### src/rtl/i2c_bit_engine_pkg.sv
// Shared definitions for the I2C bit-level master engine.
//   state_e          : sequencer states
//   cmd_e            : decoded command, already reduced by priority
//   MIN_DIV_DEFAULT  : floor for the half-period length
//   *_HALVES         : number of half SCL periods per command
//   pick_cmd()       : priority reduction start > stop > write > read_ack > read_nack
//   last_half()      : index of the final half for a given command state
package i2c_bit_engine_pkg;

  localparam int unsigned MIN_DIV_DEFAULT = 2;

  localparam logic [4:0] START_HALVES = 5'd4;
  localparam logic [4:0] STOP_HALVES  = 5'd3;
  localparam logic [4:0] BYTE_HALVES  = 5'd18;

  typedef enum logic [2:0] {
    ST_IDLE,
    ST_START,
    ST_STOP,
    ST_WRITE,
    ST_READ
  } state_e;

  typedef enum logic [2:0] {
    CMD_NONE,
    CMD_START,
    CMD_STOP,
    CMD_WRITE,
    CMD_READ_ACK,
    CMD_READ_NACK
  } cmd_e;

  function automatic cmd_e pick_cmd(input logic start, input logic stop, input logic write,
                                    input logic read_ack, input logic read_nack);
    if (start)     return CMD_START;
    if (stop)      return CMD_STOP;
    if (write)     return CMD_WRITE;
    if (read_ack)  return CMD_READ_ACK;
    if (read_nack) return CMD_READ_NACK;
    return CMD_NONE;
  endfunction

  function automatic logic [4:0] last_half(input state_e st);
    case (st)
      ST_START: return START_HALVES - 5'd1;
      ST_STOP:  return STOP_HALVES - 5'd1;
      default:  return BYTE_HALVES - 5'd1;
    endcase
  endfunction

endpackage

### src/rtl/i2c_bit_engine_half.sv
// Half-period timer for the I2C bit engine.
//   clk, reset_n : system clock, async active-low reset
//   div_i        : half-period length D in clk cycles (already floored)
//   enable_i     : counter runs while a command is in progress, else parks at 0
//   hold_i       : SCL released but held low by a slave; counter freezes
//   half_end_o   : high in the last cycle of each half
module i2c_half_timer (
  input  logic        clk,
  input  logic        reset_n,
  input  logic [15:0] div_i,
  input  logic        enable_i,
  input  logic        hold_i,
  output logic        half_end_o
);

  logic [15:0] cnt_q, cnt_d;
  logic        at_end;

  assign at_end     = (cnt_q == div_i - 16'd1);
  assign half_end_o = enable_i && !hold_i && at_end;

  // NOTE: cnt_d gets a default first so no path leaves it unassigned (no latch).
  always_comb begin
    cnt_d = cnt_q;
    if (!enable_i)    cnt_d = '0;
    else if (hold_i)  cnt_d = cnt_q;
    else if (at_end)  cnt_d = '0;
    else              cnt_d = cnt_q + 16'd1;
  end

  // NOTE: sequential state uses non-blocking assignments with async active-low reset.
  always_ff @(posedge clk or negedge reset_n) begin
    if (!reset_n) cnt_q <= '0;
    else          cnt_q <= cnt_d;
  end

endmodule

### src/rtl/i2c_bit_engine.sv
// Bit-level I2C master engine (single master, clock stretching supported).
//   clk, reset_n                        : system clock, async active-low reset
//   clk_div[15:0]                       : half SCL period in clk cycles, latched on accept
//   txdata[7:0]                         : byte to send, latched on write accept
//   start/stop/write/read_ack/read_nack : single-cycle command pulses, accepted only when idle
//   sda_i, scl_i                        : synchronised bus levels
//   rxdata[7:0]                         : received byte, updated with rx_done
//   buzy, ack_fail                      : command in progress / last write saw NACK
//   *_done                              : single-cycle completion pulses
//   sda_o, scl_o                        : open-drain drive, 1 = release
module i2c_bit_engine
  import i2c_bit_engine_pkg::*;
#(
  parameter int unsigned MIN_DIV = MIN_DIV_DEFAULT
) (
  input  logic        clk,
  input  logic        reset_n,
  input  logic [15:0] clk_div,
  input  logic [7:0]  txdata,
  input  logic        start,
  input  logic        stop,
  input  logic        write,
  input  logic        read_ack,
  input  logic        read_nack,
  input  logic        sda_i,
  input  logic        scl_i,
  output logic [7:0]  rxdata,
  output logic        buzy,
  output logic        ack_fail,
  output logic        rx_done,
  output logic        tx_done,
  output logic        start_done,
  output logic        stop_done,
  output logic        sda_o,
  output logic        scl_o
);

  state_e      state_q;
  logic [4:0]  half_q;
  logic [15:0] div_q;
  logic [7:0]  tx_q, rx_shift_q, rxdata_q;
  logic        read_ack_q, ack_fail_q, buzy_q;
  logic        scl_q, sda_q;
  logic        rx_done_q, tx_done_q, start_done_q, stop_done_q;

  cmd_e        cmd;
  logic [15:0] div_eff;
  logic        half_end;
  logic [4:0]  half_nxt;
  logic [3:0]  nxt_bit;
  logic [2:0]  tx_idx;
  logic        byte_bit;

  assign cmd      = pick_cmd(start, stop, write, read_ack, read_nack);
  assign div_eff  = (clk_div < 16'(MIN_DIV)) ? 16'(MIN_DIV) : clk_div;
  assign half_nxt = half_q + 5'd1;
  assign nxt_bit  = half_nxt[4:1];
  assign tx_idx   = 3'd7 - nxt_bit[2:0];

  // SDA level for the low half that is about to begin: data bits MSB first,
  // then the ninth (ACK) bit is released on write and driven by read_ack on read.
  always_comb begin
    byte_bit = 1'b1;
    if (state_q == ST_WRITE) byte_bit = (nxt_bit == 4'd8) ? 1'b1 : tx_q[tx_idx];
    else if (nxt_bit == 4'd8) byte_bit = ~read_ack_q;
  end

  // Stretch only matters in a half where we release SCL and the bus is still low.
  i2c_half_timer u_timer (
    .clk        (clk),
    .reset_n    (reset_n),
    .div_i      (div_q),
    .enable_i   (buzy_q),
    .hold_i     (scl_q && !scl_i),
    .half_end_o (half_end)
  );

  always_ff @(posedge clk or negedge reset_n) begin
    if (!reset_n) begin
      state_q      <= ST_IDLE;
      half_q       <= '0;
      div_q        <= 16'(MIN_DIV);
      tx_q         <= '0;
      rx_shift_q   <= '0;
      rxdata_q     <= '0;
      read_ack_q   <= 1'b0;
      ack_fail_q   <= 1'b0;
      buzy_q       <= 1'b0;
      scl_q        <= 1'b1;
      sda_q        <= 1'b1;
      rx_done_q    <= 1'b0;
      tx_done_q    <= 1'b0;
      start_done_q <= 1'b0;
      stop_done_q  <= 1'b0;
    end else begin
      rx_done_q    <= 1'b0;
      tx_done_q    <= 1'b0;
      start_done_q <= 1'b0;
      stop_done_q  <= 1'b0;

      if (state_q == ST_IDLE) begin
        if (cmd != CMD_NONE) begin
          div_q  <= div_eff;
          half_q <= '0;
          buzy_q <= 1'b1;
        end
        // Each branch sets the bus levels for half 0 of the accepted command.
        case (cmd)
          CMD_START: begin
            state_q    <= ST_START;
            sda_q      <= 1'b1;
            ack_fail_q <= 1'b0;
          end
          CMD_STOP: begin
            state_q <= ST_STOP;
            scl_q   <= 1'b0;
            sda_q   <= 1'b0;
          end
          CMD_WRITE: begin
            state_q <= ST_WRITE;
            tx_q    <= txdata;
            scl_q   <= 1'b0;
            sda_q   <= txdata[7];
          end
          CMD_READ_ACK, CMD_READ_NACK: begin
            state_q    <= ST_READ;
            read_ack_q <= (cmd == CMD_READ_ACK);
            scl_q      <= 1'b0;
            sda_q      <= 1'b1;
          end
          default: ;
        endcase
      end else if (half_end) begin
        // Odd halves of a byte are SCL-high; sample at their last cycle.
        if ((state_q == ST_WRITE || state_q == ST_READ) && half_q[0]) begin
          if (half_q[4:1] == 4'd8) begin
            if (state_q == ST_WRITE) ack_fail_q <= sda_i;
          end else if (state_q == ST_READ) begin
            rx_shift_q <= {rx_shift_q[6:0], sda_i};
          end
        end

        if (half_q == last_half(state_q)) begin
          state_q <= ST_IDLE;
          buzy_q  <= 1'b0;
          case (state_q)
            ST_START: start_done_q <= 1'b1;
            ST_STOP:  stop_done_q  <= 1'b1;
            ST_WRITE: tx_done_q    <= 1'b1;
            default: begin
              rx_done_q <= 1'b1;
              rxdata_q  <= rx_shift_q;
            end
          endcase
        end else begin
          half_q <= half_nxt;
          case (state_q)
            ST_START: begin
              if (half_nxt == 5'd1)      scl_q <= 1'b1;
              else if (half_nxt == 5'd2) sda_q <= 1'b0;
              else                       scl_q <= 1'b0;
            end
            ST_STOP: begin
              if (half_nxt == 5'd1) scl_q <= 1'b1;
              else                  sda_q <= 1'b1;
            end
            default: begin
              // SDA moves only together with SCL falling into a low half.
              if (!half_nxt[0]) begin
                scl_q <= 1'b0;
                sda_q <= byte_bit;
              end else begin
                scl_q <= 1'b1;
              end
            end
          endcase
        end
      end
    end
  end

  assign rxdata     = rxdata_q;
  assign buzy       = buzy_q;
  assign ack_fail   = ack_fail_q;
  assign rx_done    = rx_done_q;
  assign tx_done    = tx_done_q;
  assign start_done = start_done_q;
  assign stop_done  = stop_done_q;
  assign sda_o      = sda_q;
  assign scl_o      = scl_q;

endmodule
### config.mk
export PLATFORM = sky130hd
export DESIGN_NAME = i2c_bit_engine
export DESIGN_NICKNAME = d
export VERILOG_FILES = /design/src/rtl/i2c_bit_engine_pkg.sv /design/src/rtl/i2c_bit_engine_half.sv /design/src/rtl/i2c_bit_engine.sv
export SDC_FILE = /design/constraint.sdc
export NUM_CORES = 1
export LEC_CHECK = 0
export BUFFER_PORTS_ARGS = -buffer_cell sky130_fd_sc_hd__buf_4
export CORE_UTILIZATION = 59
export DETAILED_ROUTE_END_ITERATION = 7
export GPL_ROUTABILITY_DRIVEN = 0
export PLACE_DENSITY = 0.81
export SLEW_MARGIN = 20
export SYNTH_ARGS = -nofsm -noshare
export SYNTH_HDL_FRONTEND = slang
export SYNTH_SLANG_ARGS = --single-unit
### constraint.sdc
create_clock -name clk -period 3.9 [get_ports clk]
set_input_delay 0.39 -clock clk [delete_from_list [all_inputs] [get_ports clk]]
set_output_delay 0.39 -clock clk [all_outputs]
set_load 0.05 [all_outputs]
==> summary.md, run 1 <==
| Metric | Value |
|---|---|
| Outcome | `completed` |
| DRC violation count after routing | `0` |
| Capturing element type of the critical path | `flop` |
| Initial drt markers | `250` |
| Ports placed on the boundary | `49` |
| Vias after detailed routing | `3496` |
| Critical Path Most Common Cell | `sky130_fd_sc_hd__nand2_1` |
| Synthesized-area fraction occupied by ao, oa, aoi and oai cells | `13.4%` |
| Worst-Skew Late Latency | `350 ps` |
| Tightest slew margin relative to the limit | `36.5%` |
| Synth Area in Adders | `1.51%` |
| Leakage power figure | `0.00226 uW` |
| Number of flip-flops and latches in the synthesized netlist | `73` |
| Category of cells accounting for the largest share of critical-path delay | `simple AND/OR/NAND/NOR gates` |
| Ant diodes | `0` |
| TritonCTS clock tree | `built` |
| # clock sinks | `73` |
| Maximum number of pins on one net before global-route repair | `74` |
| Most frequent cell after synthesis | `sky130_fd_sc_hd__nand2_1` |
| Layout filler cell count | `526` |
| Power per unit of standard cell area | `426 nW/um2` |
| Worst clock skew | `11.8 ps` |
| Worst path required time | `4140 ps` |
| Effective utilization at floorplan | `60.8%` |
| Final standard cell area without fillers | `4770 um2` |
| Proportion of netlist area held by the largest area contributor | `42.4%` |
| Setup repair after global routing missed its margin | `false` |
| Cell-by-cell trace of the critical path | `nor3_2 > nand3_1 > or4_1 > nand2_1 > nand4_1 > nor4_2 > nand2_1 > mux2_2` |
| Total wirelength of the detailed-routed design | `9.32 mm` |
| Number of synthesized flops with an enable pin | `0` |
| Ratio of cells with drive above 1 in the final layout | `22.9%` |
| Most area-hungry cell type in the Yosys netlist | `sky130_fd_sc_hd__dfrtp_1` |
| Count of nets after finishing | `517` |
| Cell types occupying the most area after synthesis | `sky130_fd_sc_hd__dfrtp_1, sky130_fd_sc_hd__mux2_2, sky130_fd_sc_hd__nand2_1` |
| Number of pins exceeding their max-slew limit in the final report | `0` |
| Detailed-placement wirelength estimate | `6.76 mm` |
| Slew at the pin closest to its max-slew limit | `946 ps` |
| Mean instance size in the synthesized netlist | `9.57 um2` |
| H-tree levels | `3` |
| Non-filler instance count after layout | `580` |
| Core region area | `6790 um2` |
| Iteration count of the initial detailed-routing pass | `5` |
| Maximum buffer depth of the clock tree | `2` |
| Synth-to-layout area growth | `15.5%` |
| Worst Path Buf+Inv | `0` |
| Final period util | `84.1%` |
| Final-layout setup total negative slack | `0 ps` |
| Number of core rows | `30` |
| Chip width | `85.7 um` |
| Die Area | `7340 um2` |
| GRT Total Usage | `26.9%` |
| Clock edge transition at the registers on the reported setup and hold paths | `90 ps` |
| Max stage delay on crit path | `590 ps` |
| Syn Nets | `470` |
| Gates resized, CTS repair | `0` |
| Number of global-route vias before repair | `3340` |
| Critical path data arrival time | `3520 ps` |
| Max Fanout on Critical Path | `9` |
| Gate Count Post-Synth | `432` |
| Post-synthesis async set-or-reset flop share | `100%` |
| Cell total after placement | `564` |
| Root buf cell | `sky130_fd_sc_hd__clkbuf_8` |
| Synth Area in XOR/XNOR | `4.66%` |
| Routed length per placed instance | `16.1 um` |
| Largest family of logic cells by synthesized area | `simple AND/OR/NAND/NOR gates` |
| Kind of path behind the tightest hold check | `input pin to asynchronous set/reset pin` |
| Leading cell types by count after synthesis | `sky130_fd_sc_hd__nand2_1, sky130_fd_sc_hd__dfrtp_1, sky130_fd_sc_hd__mux2_2` |
| Number of input and output port buffers inserted | `48` |
| Most common flop cell mapped by yosys | `sky130_fd_sc_hd__dfrtp_1` |
| Cell area after synthesis | `4130 um2` |
| Shortest clock period the worst path allows after layout | `3280 ps` |
| Number of warnings reported in the yosys synthesis log | `0` |
| Maximum frequency from static timing analysis | `305 MHz` |
| Setup-violating endpoint count in the final report | `0` |
| First-pass GRT wire length | `15.3 mm` |
| Residual antenna-violating net count after detailed routing | `0` |
| Maximum ir drop on the vdd rail | `0.327 mV` |
| Buffers inserted by post-CTS timing repair | `0` |
| Type of the worst setup path | `flop to flop` |
| Cell area reported after detailed placement | `4590 um2` |
| Proportion of synthesized area in mux cells | `8.39%` |
| Via-to-Cell Ratio | `6.03` |
| Worst Slack Setup Final | `621 ps` |
| Gr ovfl total | `0` |
| MaxCap Viol Count | `0` |
| Part of the Yosys area used for sequential elements | `44.3%` |
| Cell type of the slowest stage on the worst timing path | `sky130_fd_sc_hd__or4_1` |
| Clock buffer count from CTS | `9` |
| Antenna violations before repair | `0` |
| Setup Slack @ Placement | `653 ps` |
| Distinct cell type count of the synthesized netlist | `61` |
| Final hold vios | `0` |
| Critical path startpoint category | `flop` |
| Simple-gate portion of the synthesized area | `25.2%` |
| Die span in y | `85.7 um` |
| Hold buffer count at CTS | `0` |
[sequential cells by signal, summed over array words and instances, names as in the netlist]
signal	count
start_done	1
read_ack_q	1
buzy	1
tx_q	8
state_q	3
u_timer.cnt_q	16
div_q	16
tx_done	1
half_q	5
sda_o	1
rx_done	1
scl_o	1
rxdata	8
ack_fail	1
stop_done	1
rx_shift_q	8
[worst paths after layout]
path / startpoint / endpoint / slack (ps) / cells after the start
max: div_q[2]$_DFFE_PN0P_ / rxdata[4]$_DFFE_PN0P_ / 620 / 8
min: reset_n / u_timer.cnt_q[2]$_DFFE_PN0P_ / 130 / 1
max reg2reg: div_q[2]$_DFFE_PN0P_ / rxdata[4]$_DFFE_PN0P_ / 620 / 8
min reg2reg: ack_fail$_DFFE_PN0P_ / ack_fail$_DFFE_PN0P_ / 510 / 1
max in group asynchronous: reset_n / div_q[0]$_DFFE_PN0P_ / 3150 / 1
min in group clk: clk_div[4] / div_q[4]$_DFFE_PN0P_ / 230 / 3
[cells in the final DEF (no fill, tap or decap), drive strengths merged, types with 11 or more instances in the layout]
cell type,instances
nand2,71
dfrtp,70
buf,53
mux2,25
o21ai,23
nor2,20
xnor2,18
nand3,16
a21o,14
inv,14
nor3,13
nor3b,11
a21oi,11
[layer usage]
| metal | wire [um] | GRT usage, % |
|---|---|---|
| met1 | 3770 | 30.6 |
| met5 | 0 | 0 |
| met3 | 392 | 5.49 |
| met4 | 274 | 13.2 |
| met2 | 4880 | 48.2 |
[logic make-up after synthesis]
kind of cell             after synthesis
adder cells (fa/ha/maj)                5
flip-flops                            73
XOR/XNOR                              22
AND/OR/NAND/NOR                      191
AO/OA/AOI/OAI                         84
buffers and inverters                 28
multiplexers                          29
[layout make-up]
cell class / instances / area, um2 / area share [%]
clock inverters: 7 / 62.6 / 1.31
repair buffers: 53 / 398 / 8.34
multi-input cells: 331 / 2200 / 46.0
inverters: 11 / 41.3 / 0.865
clock buffers: 9 / 124 / 2.60
well taps: 96 / 120 / 2.52
flip-flops and latches: 73 / 1830 / 38.3
[where the power goes]
group / internal (uW) / switching (uW) / total, uW
clock network: 243 / 331 / 574
registers: 848 / 130 / 978
logic: 223 / 259 / 483
[metrics by stage]
step / power [uW] / hold slack, ps / utilization [%]
finish: 2030 / 133 / 70.3
global route: 2130 / 228 / 70.3
CTS: 2040 / 193 / 70.3
detailed placement: 1470 / 478 / 67.5
global placement: 1440 / 483 / 67.5
floorplan: 1310 / 94.4 / -
Power figures use the tool's default switching activity.
==> run 2, diff against run 1 <==
Settings changed: ABC_AREA set to 1, CORE_UTILIZATION 59 to 54, PLACE_DENSITY 0.81 to 0.77.
Clock period 3.9 ns to 3 ns, I/O delays scaled along.
==> run 2 against run 1 <==
Compared with the run above: critical endpoint is now rxdata[6]$_DFFE_PN0P_; critical path depth increased by 7; worst setup slack lost 200 ps; sequential power grew 63%; cell count grew 31%; first-iteration DRC count up 16%.
==> summary.md, run 2 <==
| Metric | Value |
|---|---|
| Outcome | `completed` |
| Synth-to-layout area growth | `14.7%` |
| Core region area | `7890 um2 (+16%)` |
| Vias after detailed routing | `4076 (+17%)` |
| Buffers inserted by post-CTS timing repair | `0 (unchanged)` |
| Gate Count Post-Synth | `603 (+40%)` |
| Part of the Yosys area used for sequential elements | `40.7% (-3.6 points)` |
| Critical Path Most Common Cell | `sky130_fd_sc_hd__nand2_1` |
| Most common flop cell mapped by yosys | `sky130_fd_sc_hd__dfrtp_1` |
| Largest regs | `div_q: 16 flops, u_timer.cnt_q: 16 flops` |
| Maximum number of pins on one net before global-route repair | `74 (unchanged)` |
| Setup-violating endpoint count in the final report | `0 (unchanged)` |
| Total wirelength of the detailed-routed design | `10.4 mm (+11%)` |
| Cell type of the slowest stage on the worst timing path | `sky130_fd_sc_hd__dfrtp_1` |
| Critical path data arrival time | `2830 ps (-690 ps)` |
| Final hold vios | `0 (unchanged)` |
| Capturing element type of the critical path | `flop` |
| Number of global-route vias before repair | `4080 (+22%)` |
| Maximum ir drop on the vdd rail | `0.582 mV (+78%)` |
| Final core utilization | `65.4% (-4.9 points)` |
| Worst path required time | `3250 ps (-890 ps)` |
| Root buf cell | `sky130_fd_sc_hd__clkbuf_8` |
| First-pass GRT wire length | `18.1 mm (+18%)` |
| Routed length per placed instance | `13.6 um (-15%)` |
| Max stage delay on crit path | `410 ps (-180 ps)` |
| Gr ovfl total | `0 (unchanged)` |
| Layout filler cell count | `676 (+29%)` |
| Power per unit of standard cell area | `898 nW/um2 (+110%)` |
| Number of warnings reported in the yosys synthesis log | `0 (unchanged)` |
| Cell-by-cell trace of the critical path | `inv_1 > ha_1 > inv_1 > nor2_1 > nand3_1 > o21ai_1 > nand2_1 > nor2_1 > nand2_1 > nor2_4 > nand3_4 > nor2_8 > nand2_4 > nand2_1 > nand2_1` |
| Mean instance size in the synthesized netlist | `7.46 um2 (-22%)` |
| Die Area | `8690 um2 (+18%)` |
| Proportion of netlist area held by the largest area contributor | `39.0% (-3.4 points)` |
| Slew at the pin closest to its max-slew limit | `926 ps (-20.4 ps)` |
| Number of synthesized flops with an enable pin | `0 (unchanged)` |
| Ant diodes | `0 (unchanged)` |
| Detailed-placement wirelength estimate | `7.93 mm (+17%)` |
| Number of input and output port buffers inserted | `48 (unchanged)` |
| MaxCap Viol Count | `0 (unchanged)` |
| Leakage power figure | `0.00264 uW (+17%)` |
| DRC violation count after routing | `0 (unchanged)` |
| Via-to-Cell Ratio | `5.36 (-11%)` |
| Antenna violations before repair | `0 (unchanged)` |
| GRT Total Usage | `26.7% (-0.20 points)` |
| Critical path startpoint category | `flop` |
| Hold buffer count at CTS | `0 (unchanged)` |
| Syn Nets | `641 (+36%)` |
| Count of nets after finishing | `691 (+34%)` |
| Kind of path behind the tightest hold check | `input pin to asynchronous set/reset pin` |
| Most area-hungry cell type in the Yosys netlist | `sky130_fd_sc_hd__dfrtp_1` |
| Distinct cell type count of the synthesized netlist | `37 (-39%)` |
| Iteration count of the initial detailed-routing pass | `5 (unchanged)` |
| Post-synthesis async set-or-reset flop share | `100% (unchanged)` |
| Residual antenna-violating net count after detailed routing | `0 (unchanged)` |
| Chip width | `93.2 um (+8.8%)` |
| Number of flip-flops and latches in the synthesized netlist | `73 (unchanged)` |
| Leading cell types by count after synthesis | `sky130_fd_sc_hd__nand2_1, sky130_fd_sc_hd__dfrtp_1, sky130_fd_sc_hd__inv_1` |
| Shortest clock period the worst path allows after layout | `2580 ps (-702 ps)` |
| Initial drt markers | `291 (+16%)` |
| # clock sinks | `73 (unchanged)` |
| Cell types occupying the most area after synthesis | `sky130_fd_sc_hd__dfrtp_1, sky130_fd_sc_hd__nand2_1, sky130_fd_sc_hd__nand3_1` |
| Worst-Skew Late Latency | `360 ps (about the same)` |
| Setup repair after global routing missed its margin | `false` |
| Maximum buffer depth of the clock tree | `2 (unchanged)` |
| Most common cell after layout, fill and taps aside | `sky130_fd_sc_hd__nand2_1` |
| Ports placed on the boundary | `49 (unchanged)` |
| H-tree levels | `3 (unchanged)` |
| Most frequent cell after synthesis | `sky130_fd_sc_hd__nand2_1` |
| Worst clock skew | `8.33 ps (-3.42 ps)` |
| Worst Path Buf+Inv | `2 (+2)` |
| Number of pins exceeding their max-slew limit in the final report | `0 (unchanged)` |
| Commonest cells after routing, fill and taps aside | `sky130_fd_sc_hd__nand2_1, sky130_fd_sc_hd__dfrtp_1, sky130_fd_sc_hd__inv_1` |
| Type of the worst setup path | `flop to flop` |
| Final-layout setup total negative slack | `0 ps (unchanged)` |
| Ratio of cells with drive above 1 in the final layout | `16.9% (-6.1 points)` |
| Clock buffer count from CTS | `9 (unchanged)` |
| Number of core rows | `32 (+6.7%)` |
| Category of cells accounting for the largest share of critical-path delay | `simple AND/OR/NAND/NOR gates` |
| Max Fanout on Critical Path | `9 (unchanged)` |
| Tightest slew margin relative to the limit | `38.3% (+1.8 points)` |
| Clock edge transition at the registers on the reported setup and hold paths | `80 ps (about the same)` |
| Final period util | `85.9% (+1.8 points)` |
| Gates resized, CTS repair | `0 (unchanged)` |
| TritonCTS clock tree | `built` |
| Maximum frequency from static timing analysis | `388 MHz (+27%)` |
| Effective utilization at floorplan | `57.0% (-3.8 points)` |
| Cell area after synthesis | `4500 um2 (+8.8%)` |
| Die span in y | `93.2 um (+8.8%)` |
-- run 2: cell families (layout without fill, tap and decap cells) --
kind of cell	Yosys count	after routing	synth area share [%]
AND/OR/NAND/NOR	353	353	36.4
multiplexers	4	4	1.00
buffers and inverters	82	137	7.04
adder cells (fa/ha/maj)	5	5	1.39
AO/OA/AOI/OAI	59	59	8.15
flip-flops	73	73	40.7
XOR/XNOR	27	27	5.26
-- run 2: final cells by class --
class / instances / area (um2) / share of cell area (%)
clock buffer: 9 / 124 / 2.40
clock inverter: 7 / 81.3 / 1.58
timing repair buffer: 51 / 383 / 7.42
tap: 102 / 128 / 2.47
inverter: 70 / 263 / 5.09
sequential: 73 / 1830 / 35.5
multi-input combinational: 448 / 2350 / 45.5
-- run 2: path summary, 6_finish.rpt --
kind                                    endpoint  depth (start not counted)                  from  slack, ps
setup / recovery           rxdata[6]$_DFFE_PN0P_                         15  div_q[0]$_DFFE_PN0P_        420
hold / removal               tx_q[1]$_DFFE_PN0P_                          1               reset_n         50
setup reg to reg           rxdata[6]$_DFFE_PN0P_                         15  div_q[0]$_DFFE_PN0P_        420
hold reg to reg                sda_o$_DFFE_PN1P_                          2     sda_o$_DFFE_PN1P_        470
max in group asynchronous   div_q[5]$_DFFE_PN0P_                          1               reset_n       2340
min in group clk           div_q[14]$_DFFE_PN0P_                          3           clk_div[14]        130
-- run 2: where the power goes --
group | switching (uW) | internal [uW]
registers | 330 | 1260
clock network | 426 | 397
logic | 1450 | 770
total | 2200 | 2430
-- run 2: through the flow --
step           power, uW  cell area, um2  worst slack [ps]  cells  hold WS [ps]
2_1_floorplan       3270            4500               764    603          4.41
3_3_place_gp        3750            4950               557    744           462
3_5_place_dp        3810            4950               478    744           457
4_1_cts             4630            5160               447    760           104
5_1_grt             5030            5160               146    760           148
6_report            4630            5160               423    760          47.3
-- run 2: metal layers --
layer  global-route usage (%)  wire (um)  vias to the layer above
li1                         -          -                     2034
met2                     44.5       5010                      126
met5                        0          0                        -
met1                     32.7       4380                     1892
met3                     4.80        600                       24
met4                     14.9        371                        0
